===== src/rtl/sel_parity_pipe_if.sv =====
// Handshake bundle for sel_parity_pipe: input word set on one side,
// registered channel words, signature and frame MISR on the other.
interface sel_parity_pipe_if #(
   parameter int W  = 4,
   parameter int CH = 4
);
   logic              in_valid;
   logic              in_ready;
   logic [4*W-1:0]    src;
   logic [2*CH-1:0]   sel;
   logic [CH-1:0]     inv;
   logic              out_valid;
   logic              out_ready;
   logic [CH*W-1:0]   ch_data;
   logic [W-1:0]      sig;
   logic              parity;
   logic              frame_done;
   logic [W-1:0]      frame_sig;

   modport master (
      output in_valid, src, sel, inv, out_ready,
      input  in_ready, out_valid, ch_data, sig, parity,
      input  frame_done, frame_sig
   );

   modport slave (
      input  in_valid, src, sel, inv, out_ready,
      output in_ready, out_valid, ch_data, sig, parity,
      output frame_done, frame_sig
   );
endinterface


===== src/rtl/sel_parity_pipe.sv =====
// Two-stage channel select/invert and XOR signature pipe with a
// per-frame rotating MISR over accepted results.
module sel_parity_pipe #(
   parameter int W     = 4,
   parameter int CH    = 4,
   parameter int FRAME = 4
) (
   input  logic clk,
   input  logic rst,
   input  logic clr,
   sel_parity_pipe_if.slave bus
);
   localparam int CW = $clog2(FRAME);

   logic [3:0][W-1:0]    srcw;
   logic [CH-1:0][W-1:0] mux_ch;
   logic [W-1:0]         s1_xor;
   logic [W-1:0]         misr_nxt;
   logic                 adv;
   logic                 out_hs;

   logic                 s1_valid_q, s1_valid_d;
   logic [CH-1:0][W-1:0] s1_ch_q, s1_ch_d;
   logic                 out_valid_q, out_valid_d;
   logic [CH-1:0][W-1:0] ch_q, ch_d;
   logic [W-1:0]         sig_q, sig_d;
   logic                 parity_q, parity_d;
   logic [W-1:0]         acc_q, acc_d;
   logic [CW-1:0]        cnt_q, cnt_d;
   logic                 fdone_q, fdone_d;
   logic [W-1:0]         fsig_q, fsig_d;

   assign srcw   = bus.src;
   assign adv    = !out_valid_q || bus.out_ready;
   assign out_hs = out_valid_q && bus.out_ready;

   assign bus.in_ready   = adv;
   assign bus.out_valid  = out_valid_q;
   assign bus.ch_data    = ch_q;
   assign bus.sig        = sig_q;
   assign bus.parity     = parity_q;
   assign bus.frame_done = fdone_q;
   assign bus.frame_sig  = fsig_q;

   // per-channel source mux with optional inversion, and stage-1 XOR fold
   always_comb begin
      mux_ch = '0;
      s1_xor = '0;
      for (int c = 0; c < CH; c++) begin
         mux_ch[c] = srcw[bus.sel[2*c +: 2]] ^ {W{bus.inv[c]}};
         s1_xor    = s1_xor ^ s1_ch_q[c];
      end
      misr_nxt = {acc_q[W-2:0], acc_q[W-1]} ^ sig_q;
   end

   // next state: flush on clr, otherwise advance pipe and fold MISR
   always_comb begin
      s1_valid_d  = s1_valid_q;
      s1_ch_d     = s1_ch_q;
      out_valid_d = out_valid_q;
      ch_d        = ch_q;
      sig_d       = sig_q;
      parity_d    = parity_q;
      acc_d       = acc_q;
      cnt_d       = cnt_q;
      fdone_d     = 1'b0;
      fsig_d      = fsig_q;
      if (clr) begin
         s1_valid_d  = 1'b0;
         out_valid_d = 1'b0;
         acc_d       = '0;
         cnt_d       = '0;
      end else begin
         if (adv) begin
            s1_valid_d  = bus.in_valid;
            out_valid_d = s1_valid_q;
            if (bus.in_valid) begin
               s1_ch_d = mux_ch;
            end
            if (s1_valid_q) begin
               ch_d     = s1_ch_q;
               sig_d    = s1_xor;
               parity_d = ^s1_xor;
            end
         end
         if (out_hs) begin
            if (cnt_q == CW'(FRAME - 1)) begin
               fsig_d  = misr_nxt;
               fdone_d = 1'b1;
               acc_d   = '0;
               cnt_d   = '0;
            end else begin
               acc_d = misr_nxt;
               cnt_d = cnt_q + 1'b1;
            end
         end
      end
   end

   // state registers with asynchronous reset
   always_ff @(posedge clk or posedge rst) begin
      if (rst) begin
         s1_valid_q  <= 1'b0;
         s1_ch_q     <= '0;
         out_valid_q <= 1'b0;
         ch_q        <= '0;
         sig_q       <= '0;
         parity_q    <= 1'b0;
         acc_q       <= '0;
         cnt_q       <= '0;
         fdone_q     <= 1'b0;
         fsig_q      <= '0;
      end else begin
         s1_valid_q  <= s1_valid_d;
         s1_ch_q     <= s1_ch_d;
         out_valid_q <= out_valid_d;
         ch_q        <= ch_d;
         sig_q       <= sig_d;
         parity_q    <= parity_d;
         acc_q       <= acc_d;
         cnt_q       <= cnt_d;
         fdone_q     <= fdone_d;
         fsig_q      <= fsig_d;
      end
   end
endmodule

===== src/flat_wrapper.sv =====
// flat-port wrapper written by rule: the top's interface ports become plain ports
module sel_parity_pipe_flat 
#(
   parameter int W     = 4,
   parameter int CH    = 4,
   parameter int FRAME = 4
)
  (clk, rst, clr, bus_in_valid, bus_src, bus_sel, bus_inv, bus_out_ready, bus_in_ready, bus_out_valid, bus_ch_data, bus_sig, bus_parity, bus_frame_done, bus_frame_sig);
  sel_parity_pipe_if #(.W(W), .CH(CH)) bus_i ();
  input  logic clk;
  input  logic rst;
  input  logic clr;
  input wire logic [$bits(bus_i.in_valid)-1:0] bus_in_valid;
  input wire logic [$bits(bus_i.src)-1:0] bus_src;
  input wire logic [$bits(bus_i.sel)-1:0] bus_sel;
  input wire logic [$bits(bus_i.inv)-1:0] bus_inv;
  input wire logic [$bits(bus_i.out_ready)-1:0] bus_out_ready;
  output wire logic [$bits(bus_i.in_ready)-1:0] bus_in_ready;
  output wire logic [$bits(bus_i.out_valid)-1:0] bus_out_valid;
  output wire logic [$bits(bus_i.ch_data)-1:0] bus_ch_data;
  output wire logic [$bits(bus_i.sig)-1:0] bus_sig;
  output wire logic [$bits(bus_i.parity)-1:0] bus_parity;
  output wire logic [$bits(bus_i.frame_done)-1:0] bus_frame_done;
  output wire logic [$bits(bus_i.frame_sig)-1:0] bus_frame_sig;
  assign bus_i.in_valid = bus_in_valid;
  assign bus_i.src = bus_src;
  assign bus_i.sel = bus_sel;
  assign bus_i.inv = bus_inv;
  assign bus_i.out_ready = bus_out_ready;
  assign bus_in_ready = bus_i.in_ready;
  assign bus_out_valid = bus_i.out_valid;
  assign bus_ch_data = bus_i.ch_data;
  assign bus_sig = bus_i.sig;
  assign bus_parity = bus_i.parity;
  assign bus_frame_done = bus_i.frame_done;
  assign bus_frame_sig = bus_i.frame_sig;
  sel_parity_pipe #(.W(W), .CH(CH), .FRAME(FRAME)) u_core (.clk(clk), .rst(rst), .clr(clr), .bus(bus_i));
endmodule

===== config.mk =====
export PLATFORM = sky130hd
export DESIGN_NAME = sel_parity_pipe_flat
export DESIGN_NICKNAME = d
export VERILOG_FILES = /design/src/rtl/sel_parity_pipe_if.sv /design/src/rtl/sel_parity_pipe.sv /design/src/flat_wrapper.sv
export SDC_FILE = /design/constraint.sdc
export NUM_CORES = 1
export LEC_CHECK = 0
export ABC_CLOCK_PERIOD_IN_PS = 4200
export CAP_MARGIN = 20
export CORE_ASPECT_RATIO = 0.6
export CORE_UTILIZATION = 53
export CTS_BUF_LIST = sky130_fd_sc_hd__clkbuf_16
export CTS_CLUSTER_DIAMETER = 100
export DETAILED_ROUTE_END_ITERATION = 12
export HOLD_SLACK_MARGIN = 0.02
export PLACE_DENSITY = 0.89
export SLEW_MARGIN = 20
export SYNTH_ARGS = -nofsm -noshare
export SYNTH_HDL_FRONTEND = slang
export SYNTH_SLANG_ARGS = --single-unit

===== constraint.sdc =====
create_clock -name clk -period 4.2 [get_ports clk]
set_input_delay 0.84 -clock clk [delete_from_list [all_inputs] [get_ports clk]]
set_output_delay 0.84 -clock clk [all_outputs]
set_load 0.01 [all_outputs]

* Yosys cells after proc, flatten, opt, wreduce, memory -nomap -nowiden *
Index checks and enable logic that the tools add are counted.

storage, ports and cells
  flip-flop bits (word level) = 50
  input port bits = 33
  output and inout port bits = 28
  word-level logic and storage cells = 61

operators by class
  add/sub/neg operators = 1
  $lt $le $gt $ge = 4
  equality and inequality tests = 1
  muxes and demuxes = 21
  bitwise operators = 9
  reduce and logical (&&, ||, !) cells = 9

operator list
  kind                                                                  number
  4-bit binary-select mux with 2-bit select                             4
  4-bit XOR                                                             8
  4-bit 2-to-1 mux                                                      7
  2-bit by 3-bit < comparator with 1-bit output, second input constant  4
  3-bit AND reduction                                                   3
  1-bit 2-to-1 mux                                                      7
  2-bit 2-to-1 mux                                                      3
  2-bit nonzero test                                                    2
  4-bit parity                                                          1
  2-bit by 1-bit adder with 2-bit output, second input constant         1
  2-bit equality test, second input constant                            1
  1-bit logical AND                                                     1
  1-bit zero test                                                       1
  1-bit logical OR                                                      1
  1-bit inverter                                                        1

* Depth between registers and ports, before layout *
  depth after elaboration = 4
  mapped depth = 6
  mapped depth without buffers = 5

* Least setup slack after synthesis *
Ideal clock, no wire load.

  path type = in2out
  start point = in bus_out_ready
  end point = out bus_in_ready
  arrival time = 1.120 ns
  data required time = 3.360 ns
  slack = 2.240 ns
  cell stages on the path = 2
  buffers on the path = 0
  cell sequence = nor2b_2 inv_1

between the ends
  cells in the longest elaborated chain, start to end = 1

ends and longest elaborated chain
  item              line                   RTL
  start, declared   flat_wrapper.sv:17     input wire logic [$bits(bus_i.out_ready)-1:0] bus_out_ready;
  1-bit logical OR  sel_parity_pipe.sv:34  assign adv = !out_valid_q || bus.out_ready;
  end, declared     flat_wrapper.sv:18     output wire logic [$bits(bus_i.in_ready)-1:0] bus_in_ready;

No other way between the ends.

* Worst setup path after layout *
Ends and elaborated chain as after synthesis.

==> impl_metrics.toml <==
[die]
rows = 19
num_io_pins = 61
die_area_sq_um = 5080
dieWidth_um = 91.4
initial_core_util_pct = 55.4
die_height_um = 55.6
core-area_sq_um = 4590

[routing]
drtIter0Drc = 87
vias = 1770
drt-total-wl_mm = 5.31
drt_first_pass_iters = 4
ant_nets = 0
avgViaCountPerCell = 5.45
drc = 0
detail_route.wl_per_cell_um = 16.3

[synthesis]
syn_nets = 237
ys_seq_elements = 50
syn_area_sq_um = 2540
yosysSeqAreaShare_pct = 49.2
avgSynthCellArea_sq_um = 12.5
synthCells = 203
synth_cell_types = 23
yosys_warnings = 0

[setup_path]
required_ps = 3360
cp_max_fo = 4
crit_type = "in -> out"
critPathCaptureType = "primary output"
startpoint_type = "input port"
critPathArrivalTime_ps = 2130

[sta]
fin_ws_ps = 1230
relSlewSlack_pct = 45.0
fin_crit_sh_pct = 70.6
finalHoldViolations = 0
worst_pin_slew_ps = 824
clock_skew_ps = 9.20
fin_crit_ps = 2970
setup_viol = 0
max_clock_freq_mhz = 337
rsz0062_at_grt = "no"
slew_viol_final = 0
holdWs_ps = 479
setup_tns_ps = 0

[grt]
grt_pass1_wl_mm = 9.03
antenna_found_initial = 0
grt_usage_pct = 23.5
grt_pass1_vias = 1841
grt_overflow = 0
grt_max_degree = 51

[run_status]
outcome = "completed"

[layout]
syn2layout_area_growth_pct = 32.0
final_cell_mix = "clkdlybuf4s50_1 (60), dfrtp_1 (50), xnor2_1 (31)"
final_common_cell = "clkdlybuf4s50_1"
drive_above_1_share_pct = 17.9
diodes = 0
final_util_pct = 73.1
finish.net_count = 295

[place]
hpwl_mm = 3.92
pre_cts_slack_ps = 1240
place_congestion = 0.807
portBuffers = 60

[power]
vdd_drop_max_mv = 0.237
netSwitchingPower_w = 0.000499
intPower_w = 0.00122
seq_power_share_pct = 39.5
p_leak_nw = 1.37
combPwrFrac_pct = 34.1
netSwitchingFraction_pct = 29.1
p_total_w = 0.00172
powerDensity_nw_per_um2 = 512
power.share.clock_pct = 26.4

[clocking]
clk_pin_slew_ps = 70
clockRootBuffer = "clkbuf_16"
tritoncts = "yes"
clockBufferDepth = 2
insertion_delay_ps = 280
clock-sinks = 50
htree_levels = 2
cts-buffers-inserted = 5
ctsResizeCount = 0
hold_buffers = 0
postCtsSetupBuffers = 0

[hold_path]
hp-class = "reg -> reg"

[flow_run]
drv_cap = 0
[through the flow]
stage	cells	area (sq um)
5_1_grt	325	3350
4_1_cts	324	3340
3_5_place_dp	316	3170
2_1_floorplan	203	2540
6_report	325	3350
3_3_place_gp	316	3170
[path summary, 6_finish.rpt]
kind / startpoint / endpoint / slack [ps] / cells after the start
max in group asynchronous: rst / u_core.s1_ch_q[10] / 2690 / 2
min in group asynchronous: rst / u_core.bus.frame_sig[1] / 1020 / 2
setup / recovery: bus_out_ready / bus_in_ready / 1230 / 4
hold reg to reg: u_core.bus.frame_sig[1] / u_core.bus.frame_sig[1] / 480 / 2
setup reg to reg: u_core.bus.out_valid / u_core.bus.ch_data[5] / 2490 / 3
hold / removal: u_core.bus.frame_sig[1] / u_core.bus.frame_sig[1] / 480 / 2
[per-layer routing]
layer | vias to the layer above | routed length, um | global-route usage [%] | part of all wire, %
met5 | - | 0 | 0 | 0
met4 | 0 | 43 | 4.99 | 0.81
met3 | 6 | 245 | 5.33 | 4.6
met2 | 54 | 2540 | 38.1 | 48
met1 | 874 | 2480 | 32.9 | 47
li1 | 836 | - | - | -
[cell families (layout without fill, tap and decap cells)]
| family | after synthesis | count (layout) | synth area share, % |
|---|---|---|---|
| flip-flops | 50 | 50 | 49.2 |
| AND/OR/NAND/NOR | 40 | 40 | 7.04 |
| multiplexers | 36 | 36 | 23.0 |
| XOR/XNOR | 35 | 35 | 12.1 |
| AO/OA/AOI/OAI | 28 | 28 | 5.71 |
| buffers and inverters | 13 | 72 | 2.41 |
| adder cells (fa/ha/maj) | 1 | 1 | 0.492 |
[registers in the layout, indices dropped and copies added (netlist names)]
| signal | count |
|---|---|
| u_core.cnt_q | 2 |
| u_core.bus.frame_done | 1 |
| u_core.bus.ch_data | 16 |
| u_core.bus.parity | 1 |
| u_core.s1_valid_q | 1 |
| u_core.s1_ch_q | 16 |
| u_core.bus.sig | 4 |
| u_core.bus.out_valid | 1 |
| u_core.acc_q | 4 |
| u_core.bus.frame_sig | 4 |
[synthesized netlist by cell type]
library cell	n	share of area [%]
nand3b_1	1	0.30
xor2_1	4	1.4
mux4_2	16	14
nand2_1	20	3.0
buf_4	2	0.59
inv_1	3	0.44
clkbuf_1	4	0.59
nand4b_1	1	0.34
nor3_1	3	0.59
a21oi_1	7	1.4
nor2_1	11	1.6
ha_1	1	0.49
clkbuf_2	1	0.20
nand2b_1	1	0.25
buf_2	3	0.59
nand3_1	1	0.20
dfrtp_1	50	49
a22oi_1	2	0.59
nor2_4	1	0.44
xnor2_1	31	11
nor2b_2	1	0.34
o21ai_0	19	3.7
mux2_2	20	8.9
[critical path, cell delays in order]
cell             delay [ps]
clkdlybuf4s50_1         470
nor2b_2                 230
inv_1                   100
clkdlybuf4s50_1         490
[layout make-up]
class	count	area, sq um
clock buffer	5	125
clock inverter	3	42.5
fill	298	1230
inverter	3	12.5
multi-input combinational	140	1230
sequential	50	1250
tap	63	78.8
timing repair buffer	61	616
[power by group through the flow]
| stage | combinational (W) | clock, W | sequential, W |
|---|---|---|---|
| 3_3_place_gp | 0.000562 | 0 | 0.000680 |
| 5_1_grt | 0.000633 | 0.000483 | 0.000695 |
| 2_1_floorplan | 0.000298 | 0 | 0.000704 |
| 4_1_cts | 0.000588 | 0.000458 | 0.000679 |
| 3_5_place_dp | 0.000581 | 0 | 0.000687 |
| 6_report | 0.000585 | 0.000454 | 0.000678 |
No activity file was read; power rests on OpenSTA's default activity.
==> RTL edit (same settings) <==
Make the reset (`rst`) synchronous in one clocked block. Comments in the files are not updated.
--- a/src/rtl/sel_parity_pipe.sv
+++ b/src/rtl/sel_parity_pipe.sv
@@ -98,7 +98,7 @@
    end
 
    // state registers with asynchronous reset
-   always_ff @(posedge clk or posedge rst) begin
+   always_ff @(posedge clk) begin
       if (rst) begin
          s1_valid_q  <= 1'b0;
          s1_ch_q     <= '0;
Behaviour: differs if rst is asserted again (counterexample within 4 cycles, from zero or initial values and one cycle with rst high); with rst held inactive, the same outputs for 10 cycles.
==> RTL edit against the unedited design <==
  * Global-route usage shrank 0.62 points
  * Synthesized cell count grew 24%
  * Critical path type unchanged
  * Largest cell class is now multi-input gates
  * Wire length shrank 0.57%
  * Utilization grew 2.1 points
  * Via count grew 12%
  * Sequential cell count is the same
  * Design area shrank 4.1%
  * Worst setup slack gained 0.068 ns
  * Critical path depth is the same
  * Die area shrank 3.2%
  * Area after synthesis shrank 3.2%
Power is not compared: it rests on default switching activity, and its combinational part moved more than twofold at a synthesized area within 25%.
==> RTL edit: results (changes against the unedited design) <==
Global route
  – Initial antenna violation count: 0 (unchanged)
  – Vias in the first global route: 1798 (was 1841)
  – Global Route Usage Sum: 22.84% (was 23.46%)
  – First-pass GRT wire length: 8424 microns (was 9025 microns)
  – Pin count of the biggest net entering global routing: 34 (was 51)

Worst setup path
  – FF-to-FF Start: u_core.bus.out_valid (unchanged)
  – Reg2Reg Depth: 5 (was 3)
  – Reg-to-reg slack, setup: 2.25 ns (was 2.49 ns)
  – FF-to-FF End: u_core.s1_ch_q[10] (was u_core.bus.ch_data[5])
  – CP arrival: 2.06 ns (was 2.13 ns)
  – Critical Path Sink: bus_in_ready (unchanged)
  – CP max stage delay: 0.55 ns (was 0.49 ns)

Outcome
  – Status: finished clean (unchanged)

Routing
  – Initial drt markers: 83 (was 87)
  – Routed wl met3: 340 microns (was 245 microns)
  – Met2 routed wirelength: 2277 microns (was 2537 microns)
  – Post-DR wirelength/cell: 14.61 microns (was 16.33 microns)
  – Vias/cell: 5.482 (was 5.446)
  – DRT Pass-1 Iters: 4 (unchanged)
  – Wl on met1: 2575 microns (was 2479 microns)

Clock network
  – CTS HTree Levels: 2 (unchanged)
  – CTS buffer count: 5 (unchanged)
  – Clk buf depth: 2 (unchanged)
  – Post-CTS setup repair buffer count: 0 (unchanged)

Placed design
  – Placed Instances: 353 (was 316)
  – Setup WS pre-CTS: 1.304 ns (was 1.240 ns)
  – Cell Area, Placed: 3043 sq um (was 3171 sq um)
  – GP Congestion: 0.9047 (was 0.8068)
  – Detailed Place HPWL: 3949 microns (was 3917 microns)

Yosys
  – Top_reg_cell synth: dfxtp_1 (was dfrtp_1)
  – Netlist cell types: 25 (was 23)
  – Syn Inst Count: 251 (was 203)
  – Syn nets: 285 (was 237)
  – Top cells by count, synth: dfxtp_1 (50), nand2_1 (37), nor2_1 (34) (was dfrtp_1 (50), xnor2_1 (31), mux2_2 (20), nand2_1 (20), o21ai_0 (19))
  – Synth async-reset ratio: 0% (was 100.0%)
  – Synth area leaders: dfxtp_1 (41%), xnor2_1 (12%), mux4_2 (11%) (was dfrtp_1 (49%), mux4_2 (14%), xnor2_1 (11%))
  – Seq/Total Area, Yosys: 40.71% (was 49.24%)

Finish
  – Ratio of cells with drive above 1 in the final layout: 8.638% (was 17.94%)
  – Nets: 334 (was 295)
  – Layout fillers: 301 (was 298)
  – Final instance count without filler cells: 361 (was 325)

STA
  – Skew final: 0.004909 ns (was 0.009203 ns)
  – Relative max-transition margin: 33.42% (was 44.99%)
## RTL edit: cell families after synthesis
kind of cell / count (synthesis) / share of synthesized area, %
fa+ha+maj: 1 / 0.5088
compound gates: 46 / 12.32
simple gates: 81 / 13.74
xor+xnor: 35 / 12.47
buf+inv: 20 / 4.173
flops: 50 / 40.71
mux: 18 / 16.08
## RTL edit: cell type report
type / instances / share of cell area (%)
timing repair buffer: 61 / 18.90
inverter: 1 / 0.1167
clock inverter: 3 / 1.517
sequential: 50 / 31.12
clock buffer: 5 / 3.890
tap: 60 / 2.334
multi-input combinational: 181 / 42.12
## RTL edit: per-layer routing
layer / vias up / track usage (%)
met5: - / 0
met4: 0 / 8.871
met3: 10 / 5.556
met2: 78 / 36.28
met1: 914 / 30.87
li1: 977 / -
## RTL edit: through the flow
step / power [mW] / util, %
after CTS: 1.174 / 75.18
after global placement: 0.7080 / 71.11
final: 1.167 / 75.18
after floorplan: 0.6473 / -
after global routing: 1.211 / 75.18
after detailed placement: 0.7137 / 71.11
## RTL edit: where the power goes
part / total [mW] / switching (mW) / internal, mW
Combinational: 0.201 / 0.0901 / 0.110
Clock: 0.463 / 0.178 / 0.285
Sequential: 0.504 / 0.0143 / 0.490
## RTL edit: how the worst min path moves through the flow
stage | slack (ns) | start | to | depth (start not counted)
after floorplan | 0.44 | u_core.cnt_q[1] | u_core.cnt_q[1] | 2
after global placement | 0.44 | u_core.bus.ch_data[12] | u_core.bus.ch_data[12] | 2
after detailed placement | 0.45 | u_core.bus.ch_data[7] | u_core.bus.ch_data[7] | 2
after CTS | 0.46 | u_core.bus.ch_data[7] | u_core.bus.ch_data[7] | 2
after global routing | 0.48 | u_core.bus.ch_data[11] | u_core.bus.ch_data[11] | 2
final | 0.46 | u_core.bus.ch_data[14] | u_core.bus.ch_data[14] | 2
## RTL edit: critical path: cells and delay by family
kind / cells / cell delay (ns)
AND/OR/NAND/NOR: 1 / 0.07
buffers and inverters: 3 / 1.15
